$ cat src/rtl/archlearn_pkg.sv
// Shared types for the convolution address generator:
// FSM encoding, latched layer configuration and delay bound.
package archlearn_pkg;

    localparam int LAT_MAX = 7;
    localparam int CFG_W   = 8;

    typedef enum logic [1:0] {
        S_IDLE  = 2'd0,
        S_RUN   = 2'd1,
        S_DRAIN = 2'd2,
        S_DONE  = 2'd3
    } state_e;

    typedef struct packed {
        logic [CFG_W-1:0] dim_img;
        logic [CFG_W-1:0] dim_out;
        logic [CFG_W-1:0] dim_k;
        logic [CFG_W-1:0] ch_in;
        logic [CFG_W-1:0] ch_out;
        logic [CFG_W-1:0] stride;
        logic [CFG_W-1:0] pad;
    } cfg_t;

endpackage

$ cat src/rtl/conv_loop_cnt.sv
// Six nested wrap/carry counters (oc, oy, ox, ky, kx, ic),
// innermost ic, with pixel-first / pixel-last / run-last flags.
module conv_loop_cnt
    import archlearn_pkg::*;
(
    input  logic             clk,
    input  logic             reset,
    input  logic             clr,
    input  logic             adv,
    input  logic [CFG_W-1:0] n_out,
    input  logic [CFG_W-1:0] n_k,
    input  logic [CFG_W-1:0] n_ic,
    input  logic [CFG_W-1:0] n_oc,
    output logic [CFG_W-1:0] oc,
    output logic [CFG_W-1:0] oy,
    output logic [CFG_W-1:0] ox,
    output logic [CFG_W-1:0] ky,
    output logic [CFG_W-1:0] kx,
    output logic [CFG_W-1:0] ic,
    output logic             first,
    output logic             pix_last,
    output logic             last
);

    localparam logic [CFG_W-1:0] ONE = CFG_W'(1);

    logic [CFG_W-1:0] oc_q, oy_q, ox_q, ky_q, kx_q, ic_q;
    logic [CFG_W-1:0] oc_d, oy_d, ox_d, ky_d, kx_d, ic_d;
    logic w_ic, w_kx, w_ky, w_ox, w_oy, w_oc;

    function automatic logic [CFG_W-1:0] step(
        input logic [CFG_W-1:0] v,
        input logic             wrap,
        input logic             en
    );
        if (!en) return v;
        return wrap ? '0 : v + ONE;
    endfunction

    // Wrap detection and carry chain from ic outward to oc
    always_comb begin
        w_ic = (ic_q == n_ic - ONE);
        w_kx = (kx_q == n_k - ONE);
        w_ky = (ky_q == n_k - ONE);
        w_ox = (ox_q == n_out - ONE);
        w_oy = (oy_q == n_out - ONE);
        w_oc = (oc_q == n_oc - ONE);
        ic_d = step(ic_q, w_ic, adv);
        kx_d = step(kx_q, w_kx, adv & w_ic);
        ky_d = step(ky_q, w_ky, adv & w_ic & w_kx);
        ox_d = step(ox_q, w_ox, adv & w_ic & w_kx & w_ky);
        oy_d = step(oy_q, w_oy, adv & w_ic & w_kx & w_ky & w_ox);
        oc_d = step(oc_q, w_oc, adv & w_ic & w_kx & w_ky & w_ox & w_oy);
        if (clr) begin
            ic_d = '0;
            kx_d = '0;
            ky_d = '0;
            ox_d = '0;
            oy_d = '0;
            oc_d = '0;
        end
    end

    // Counter registers
    always_ff @(posedge clk) begin
        if (reset) begin
            ic_q <= '0;
            kx_q <= '0;
            ky_q <= '0;
            ox_q <= '0;
            oy_q <= '0;
            oc_q <= '0;
        end else begin
            ic_q <= ic_d;
            kx_q <= kx_d;
            ky_q <= ky_d;
            ox_q <= ox_d;
            oy_q <= oy_d;
            oc_q <= oc_d;
        end
    end

    assign oc       = oc_q;
    assign oy       = oy_q;
    assign ox       = ox_q;
    assign ky       = ky_q;
    assign kx       = kx_q;
    assign ic       = ic_q;
    assign first    = (ic_q == '0) && (kx_q == '0) && (ky_q == '0);
    assign pix_last = w_ic & w_kx & w_ky;
    assign last     = w_ic & w_kx & w_ky & w_ox & w_oy & w_oc;

endmodule

$ cat src/rtl/conv_addr_gen.sv
// Runtime-configured conv sequencer: FSM, address arithmetic
// with padding detection, and the LAT-deep MAC strobe delay line.
module conv_addr_gen
    import archlearn_pkg::*;
#(
    parameter int ADDR_W = 16,
    parameter int DIM_W  = 8,
    parameter int LAT    = 2
) (
    input  logic              clk,
    input  logic              reset,
    input  logic              start,
    input  logic              stall,
    input  logic [DIM_W-1:0]  cfg_dim_img,
    input  logic [DIM_W-1:0]  cfg_dim_out,
    input  logic [DIM_W-1:0]  cfg_dim_k,
    input  logic [DIM_W-1:0]  cfg_ch_in,
    input  logic [DIM_W-1:0]  cfg_ch_out,
    input  logic [DIM_W-1:0]  cfg_stride,
    input  logic [DIM_W-1:0]  cfg_pad,
    output logic [ADDR_W-1:0] s_addr,
    output logic [ADDR_W-1:0] w_addr,
    output logic [ADDR_W-1:0] b_addr,
    output logic [ADDR_W-1:0] save_addr,
    output logic              pad_zero,
    output logic              mac_en,
    output logic              mac_first,
    output logic              en_write,
    output logic              busy,
    output logic              done,
    output logic              cfg_err
);

    localparam int LD = (LAT < 1) ? 1 : ((LAT > LAT_MAX) ? LAT_MAX : LAT);
    localparam int CW = CFG_W + 2;

    state_e            state_q, state_d;
    cfg_t              cfg_q, cfg_d;
    logic              err_q, err_d;
    logic [3:0]        drn_q, drn_d;
    logic              accept, bad_in, issue;

    logic [CFG_W-1:0]  oc, oy, ox, ky, kx, ic;
    logic              t_first, t_plast, t_last;

    logic [CW-1:0]     iy, ix;
    logic              pad_c;
    logic [ADDR_W-1:0] s_c, w_c, sv_c;

    logic [ADDR_W-1:0] s_q, s_d, w_q, w_d, b_q, b_d;
    logic [ADDR_W-1:0] save_q, save_d;
    logic              pad_q, pad_d, wr_q, wr_d;
    logic [LD-1:0]     vld_q, vld_d, fst_q, fst_d, lst_q, lst_d;
    logic [ADDR_W-1:0] sv_q [LD];
    logic [ADDR_W-1:0] sv_d [LD];

    function automatic logic [ADDR_W-1:0] mad(
        input logic [ADDR_W-1:0] a,
        input logic [ADDR_W-1:0] b,
        input logic [ADDR_W-1:0] c
    );
        return a * b + c;
    endfunction

    conv_loop_cnt u_cnt (
        .clk      (clk),
        .reset    (reset),
        .clr      (accept),
        .adv      (issue),
        .n_out    (cfg_q.dim_out),
        .n_k      (cfg_q.dim_k),
        .n_ic     (cfg_q.ch_in),
        .n_oc     (cfg_q.ch_out),
        .oc       (oc),
        .oy       (oy),
        .ox       (ox),
        .ky       (ky),
        .kx       (kx),
        .ic       (ic),
        .first    (t_first),
        .pix_last (t_plast),
        .last     (t_last)
    );

    // State register
    always_ff @(posedge clk) begin
        if (reset) state_q <= S_IDLE;
        else       state_q <= state_d;
    end

    // Next-state: zero-field configs skip straight to DONE
    always_comb begin
        state_d = state_q;
        unique case (state_q)
            S_IDLE:  if (start) state_d = bad_in ? S_DONE : S_RUN;
            S_RUN:   if (issue && t_last) state_d = S_DRAIN;
            S_DRAIN: if (drn_q == 4'(LD)) state_d = S_DONE;
            S_DONE:  state_d = S_IDLE;
            default: state_d = S_IDLE;
        endcase
    end

    // FSM outputs and handshake decode
    always_comb begin
        busy   = (state_q != S_IDLE);
        done   = (state_q == S_DONE);
        issue  = (state_q == S_RUN) && !stall;
        accept = (state_q == S_IDLE) && start;
        bad_in = (cfg_dim_img == '0) || (cfg_dim_out == '0) ||
                 (cfg_dim_k == '0) || (cfg_ch_in == '0) ||
                 (cfg_ch_out == '0) || (cfg_stride == '0);
    end

    // Input coordinates, padding test and tap addresses
    always_comb begin
        iy    = CW'(oy) * CW'(cfg_q.stride) - CW'(cfg_q.pad) + CW'(ky);
        ix    = CW'(ox) * CW'(cfg_q.stride) - CW'(cfg_q.pad) + CW'(kx);
        pad_c = iy[CW-1] || ix[CW-1] ||
                (iy >= CW'(cfg_q.dim_img)) || (ix >= CW'(cfg_q.dim_img));
        s_c   = mad(mad(ADDR_W'(iy), ADDR_W'(cfg_q.dim_img), ADDR_W'(ix)),
                    ADDR_W'(cfg_q.ch_in), ADDR_W'(ic));
        if (pad_c) s_c = '0;
        w_c   = mad(mad(mad(ADDR_W'(oc), ADDR_W'(cfg_q.dim_k), ADDR_W'(ky)),
                        ADDR_W'(cfg_q.dim_k), ADDR_W'(kx)),
                    ADDR_W'(cfg_q.ch_in), ADDR_W'(ic));
        sv_c  = mad(mad(ADDR_W'(oy), ADDR_W'(cfg_q.dim_out), ADDR_W'(ox)),
                    ADDR_W'(cfg_q.ch_out), ADDR_W'(oc));
    end

    // Config latch, error flag, drain count, address hold, delay line
    always_comb begin
        cfg_d = cfg_q;
        err_d = err_q;
        if (accept) begin
            cfg_d.dim_img = CFG_W'(cfg_dim_img);
            cfg_d.dim_out = CFG_W'(cfg_dim_out);
            cfg_d.dim_k   = CFG_W'(cfg_dim_k);
            cfg_d.ch_in   = CFG_W'(cfg_ch_in);
            cfg_d.ch_out  = CFG_W'(cfg_ch_out);
            cfg_d.stride  = CFG_W'(cfg_stride);
            cfg_d.pad     = CFG_W'(cfg_pad);
            err_d         = bad_in;
        end
        drn_d = (state_q == S_DRAIN) ? drn_q + 4'd1 : 4'd0;
        s_d   = issue ? s_c : s_q;
        w_d   = issue ? w_c : w_q;
        b_d   = issue ? ADDR_W'(oc) : b_q;
        pad_d = issue ? pad_c : pad_q;
        vld_d[0] = issue;
        fst_d[0] = issue & t_first;
        lst_d[0] = issue & t_plast;
        sv_d[0]  = sv_c;
        for (int i = 1; i < LD; i++) begin
            vld_d[i] = vld_q[i-1];
            fst_d[i] = fst_q[i-1];
            lst_d[i] = lst_q[i-1];
            sv_d[i]  = sv_q[i-1];
        end
        wr_d   = lst_q[LD-1];
        save_d = lst_q[LD-1] ? sv_q[LD-1] : save_q;
    end

    // Datapath registers
    always_ff @(posedge clk) begin
        if (reset) begin
            cfg_q  <= '0;
            err_q  <= 1'b0;
            drn_q  <= '0;
            s_q    <= '0;
            w_q    <= '0;
            b_q    <= '0;
            pad_q  <= 1'b0;
            vld_q  <= '0;
            fst_q  <= '0;
            lst_q  <= '0;
            wr_q   <= 1'b0;
            save_q <= '0;
            for (int i = 0; i < LD; i++) sv_q[i] <= '0;
        end else begin
            cfg_q  <= cfg_d;
            err_q  <= err_d;
            drn_q  <= drn_d;
            s_q    <= s_d;
            w_q    <= w_d;
            b_q    <= b_d;
            pad_q  <= pad_d;
            vld_q  <= vld_d;
            fst_q  <= fst_d;
            lst_q  <= lst_d;
            wr_q   <= wr_d;
            save_q <= save_d;
            for (int i = 0; i < LD; i++) sv_q[i] <= sv_d[i];
        end
    end

    assign s_addr    = s_q;
    assign w_addr    = w_q;
    assign b_addr    = b_q;
    assign save_addr = save_q;
    assign pad_zero  = pad_q;
    assign mac_en    = vld_q[LD-1];
    assign mac_first = fst_q[LD-1];
    assign en_write  = wr_q;
    assign cfg_err   = err_q;

endmodule
$ cat config.mk
export PLATFORM = sky130hd
export DESIGN_NAME = conv_addr_gen
export DESIGN_NICKNAME = d
export VERILOG_FILES = /design/src/rtl/archlearn_pkg.sv /design/src/rtl/conv_loop_cnt.sv /design/src/rtl/conv_addr_gen.sv
export SDC_FILE = /design/constraint.sdc
export NUM_CORES = 2
export LEC_CHECK = 0
export BUFFER_PORTS_ARGS = -buffer_cell sky130_fd_sc_hd__buf_2
export CAP_MARGIN = 25
export CORE_ASPECT_RATIO = 1.5
export CORE_MARGIN = 5
export CORE_UTILIZATION = 45
export DETAILED_ROUTE_END_ITERATION = 7
export GPL_TIMING_DRIVEN = 0
export SLEW_MARGIN = 20
export SYNTH_ARGS = -nofsm -noshare
export SYNTH_HDL_FRONTEND = slang
export SYNTH_HIERARCHICAL = 1
export SYNTH_SLANG_ARGS = --single-unit
$ cat constraint.sdc
create_clock -name clk -period 11.9 [get_ports clk]
set_clock_uncertainty 0.2 [all_clocks]
set_input_delay 1.785 -clock clk [delete_from_list [all_inputs] [get_ports clk]]
set_output_delay 1.785 -clock clk [all_outputs]
set_load 0.02 [all_outputs]
==> flow_summary.yaml <==
placement:
  numPortBuffers: 122
  gp_congestion: 0.900
  dpl_worst_slack_ns: -1.63
  detailed_place_hpwl_um: 74900
route:
  via_per_inst: 5.19
  drtIter0Drc: 1151
  wl_um: 92400
  drt_first_pass_iters: 5
  routedWlPerCell_um: 18.6
  drtAntennaViolNets: 0
  vias: 25780
  drc: 0
synth:
  avgSynthCellArea_sq_um: 8.55
  synth_edf_count: 0
  synth-async-reset-ratio: 0
  yosysSeqAreaShare: 0.127
  netlist_area_sq_um: 32500
  ys_ff_latch: 207
  yosysTopAreaCellShare: 0.299
  ys_top_cells_by_count: "inv_1 (721), nand2_1 (497), fa_1 (485)"
  synth.most_common_cell: "inv_1"
  synth_warnings: 6
  synth_area_leaders: "fa_1 (30%), ha_1 (13%), dfxtp_1 (13%), inv_1 (8.3%), and2_1 (7.4%)"
  syn_inst: 3805
  synth_cell_type_count: 90
  synth_ff_type: "dfxtp_1"
  synth_largest_area_cell: "fa_1"
sta:
  holdWs_ns: 0.236
  slew_viol_final: 0
  rsz0062_at_grt: "true"
  max_clock_freq_ghz: 0.0832
  worst_slew_pin_slew_ns: 1.09
  timing.final.ws_setup_ns: -0.121
  maxSlewHeadroom: 0.275
  fin_crit_sh: 1.01
  hold_viol: 0
  setup_viol: 1
  min_period_ns: 12.02
global_route:
  use_met1: 0.270
  antenna_found_initial: 0
  grt_overflow: 0
  grtUsageMet3: 0.0209
  grt_first_pass_wirelength_um: 147000
  grt_pass1_vias: 27048
  grt_max_degree: 17
  grt_use_total: 0.236
  grt_util_met2: 0.453
  gr-max-usage-layer: "met2"
final_layout:
  final_nets: 4912
  final_core_util: 0.521
  area_delta_synth_final_pct: 14.7
  drive_above_1_share: 0.127
  fillCellCount: 6765
  antenna_cells: 0
floorplan:
  die_w_um: 230
  io_pins: 131
  dieArea_sq_um: 77900
  num_rows: 120
  initial_core_util: 0.454
  core_sq_um: 71600
  dieHeight_um: 339
status:
  outcome: "complete, but fails checks"
  violations: "setup timing"
worst_setup_path:
  crit_type: "reg2reg"
  worstPathArrival_ns: 12.29
  endpoint_kind: "flip-flop"
  cp.required_ns: 12.17
  cpMaxStageDelayCell: "fa_1"
  cpPeakStageDelay_ns: 0.57
  cpMostUsedCell: "fa_1"
  start_kind: "flip-flop"
  cp_max_fo: 4
flow_run:
  cap_violations: 0
clock_network:
  clkTransAtPathRegs_ns: 0.07
  cts_buffer_depth: 3
  clock_sinks: 207
  clock_latency_ns: 0.59
  cts_htree_levels: 1
  postCtsHoldBufs: 0
  clockRootBuffer: "clkbuf_16"
  cts_made_buffers: 26
  cts_tree: "done"
power_and_ir_drop:
  seqPwrFrac: 0.149
  leakage_nw: 17.3
  switchingPower_mw: 2.67
  ir_worst_vdd_uv: 232
  p_comb_frac: 0.699
  p_per_area_nw_per_um2: 150
  p_clk_frac: 0.152
  internal_power_mw: 2.94
  switching_share: 0.476
hold_path:
  min_path_type: "reg2reg"
-- power groups by stage --
stage,logic (mW),clock network (mW),registers (mW)
2_1_floorplan,2.19,0,0.804
3_3_place_gp,2.99,0,0.847
3_5_place_dp,3.02,0,0.849
4_1_cts,3.46,0.869,0.835
5_1_grt,4.33,0.893,0.844
6_report,3.92,0.850,0.837
-- state kept, by name, indices dropped and copies added (netlist names), 2 cells and up --
signal	flops
u_cnt/oy	8
u_cnt/oc	8
u_cnt/ky	8
b_addr	8
drn_q	4
cfg_q	56
lst_q	2
sv_q	32
w_addr	16
fst_q	2
u_cnt/kx	8
save_addr	16
u_cnt/ic	8
s_addr	16
u_cnt/ox	8
vld_q	2
state_q	2
-- worst paths after layout --
path                                  from                       to  slack (ns)  cells after the start
hold reg to reg        lst_q[0]$_SDFF_PP0_      lst_q[1]$_SDFF_PP0_        0.24                      1
setup reg to reg  u_cnt/oy[5]$_SDFFE_PP0P_  s_addr[15]$_SDFFE_PP0P_       -0.12                     49
setup / recovery  u_cnt/oy[5]$_SDFFE_PP0P_  s_addr[15]$_SDFFE_PP0P_       -0.12                     49
hold / removal         lst_q[0]$_SDFF_PP0_      lst_q[1]$_SDFF_PP0_        0.24                      1
-- through the flow --
| step | total power, mW | instances | cell area (sq um) | setup TNS [ns] |
|---|---|---|---|---|
| final | 5.60 | 4968 | 37300 | -0.121 |
| after CTS | 5.16 | 4934 | 36500 | -0.248 |
| after detailed placement | 3.87 | 4850 | 34400 | -7.90 |
| after global placement | 3.84 | 4849 | 34300 | -7.76 |
| after global routing | 6.07 | 4968 | 37300 | -0.466 |
| after floorplan | 2.99 | 3812 | 32600 | 0 |
-- cells by family (layout without fill, tap and decap cells) --
family,after synthesis,count (layout),synth area share
AO/OA/AOI/OAI,364,364,0.0689
buffers and inverters,859,1100,0.101
AND/OR/NAND/NOR,1306,1306,0.202
adder cells (fa/ha/maj),819,819,0.427
other,1,8,0.000115
flip-flops,207,207,0.127
XOR/XNOR,230,230,0.0673
multiplexers,19,19,0.00589
-- final cells by class --
| class | count | area [sq um] | area share |
|---|---|---|---|
| clock inverters | 18 | 229 | 0.00614 |
| plain buffers | 129 | 868 | 0.0233 |
| flip-flops and latches | 207 | 4240 | 0.114 |
| repair buffers | 201 | 1240 | 0.0332 |
| multi-input cells | 2746 | 26200 | 0.703 |
| well taps | 915 | 1140 | 0.0307 |
| inverters | 724 | 2720 | 0.0729 |
| clock buffers | 28 | 658 | 0.0176 |
-- layer usage --
layer	wire, um	part of all wire
met5	0	0
met4	4430	0.048
met3	3950	0.043
met2	48900	0.53
met1	35100	0.38
-- worst max-delay path, delay by kind of cell (launching register included) --
family,cells,cell delay [ns]
adders and majority gates,16,6.92
AOI/OAI and AO/OA,7,1.12
xor gates and xnor gates,4,0.92
and+or+nand+nor,9,1.43
buffers and inverters,13,0.96
DFF,1,0.37
-- cell usage in the layout (no fill, tap or decap), drive strengths merged, types with 18 or more instances in the layout --
| cell | instances |
|---|---|
| clkbuf | 125 |
| nand2 | 497 |
| o21bai | 20 |
| a21o | 22 |
| inv | 724 |
| dfxtp | 207 |
| nor2b | 53 |
| and2 | 387 |
| nand4 | 20 |
| a22oi | 18 |
| or3 | 18 |
| buf | 233 |
| mux2i | 18 |
| nand3 | 33 |
| ha | 332 |
| a21oi | 167 |
| xnor2 | 149 |
| xor2 | 69 |
| nand2b | 24 |
| fa | 485 |
| nor3 | 31 |
| o21ai | 56 |
| nor4 | 25 |
| nor2 | 159 |
-- what timing repair did --
action | 4_1_cts | 5_1_grt
setup buffers | 42 | 36
gates resized for setup | 213 | 141
endpoints found under the setup margin | 12 | 5
hold endpoints to repair | 0 | 0
pin swaps | 59 | 93
Note: power is estimated with default switching activity, not from simulation.
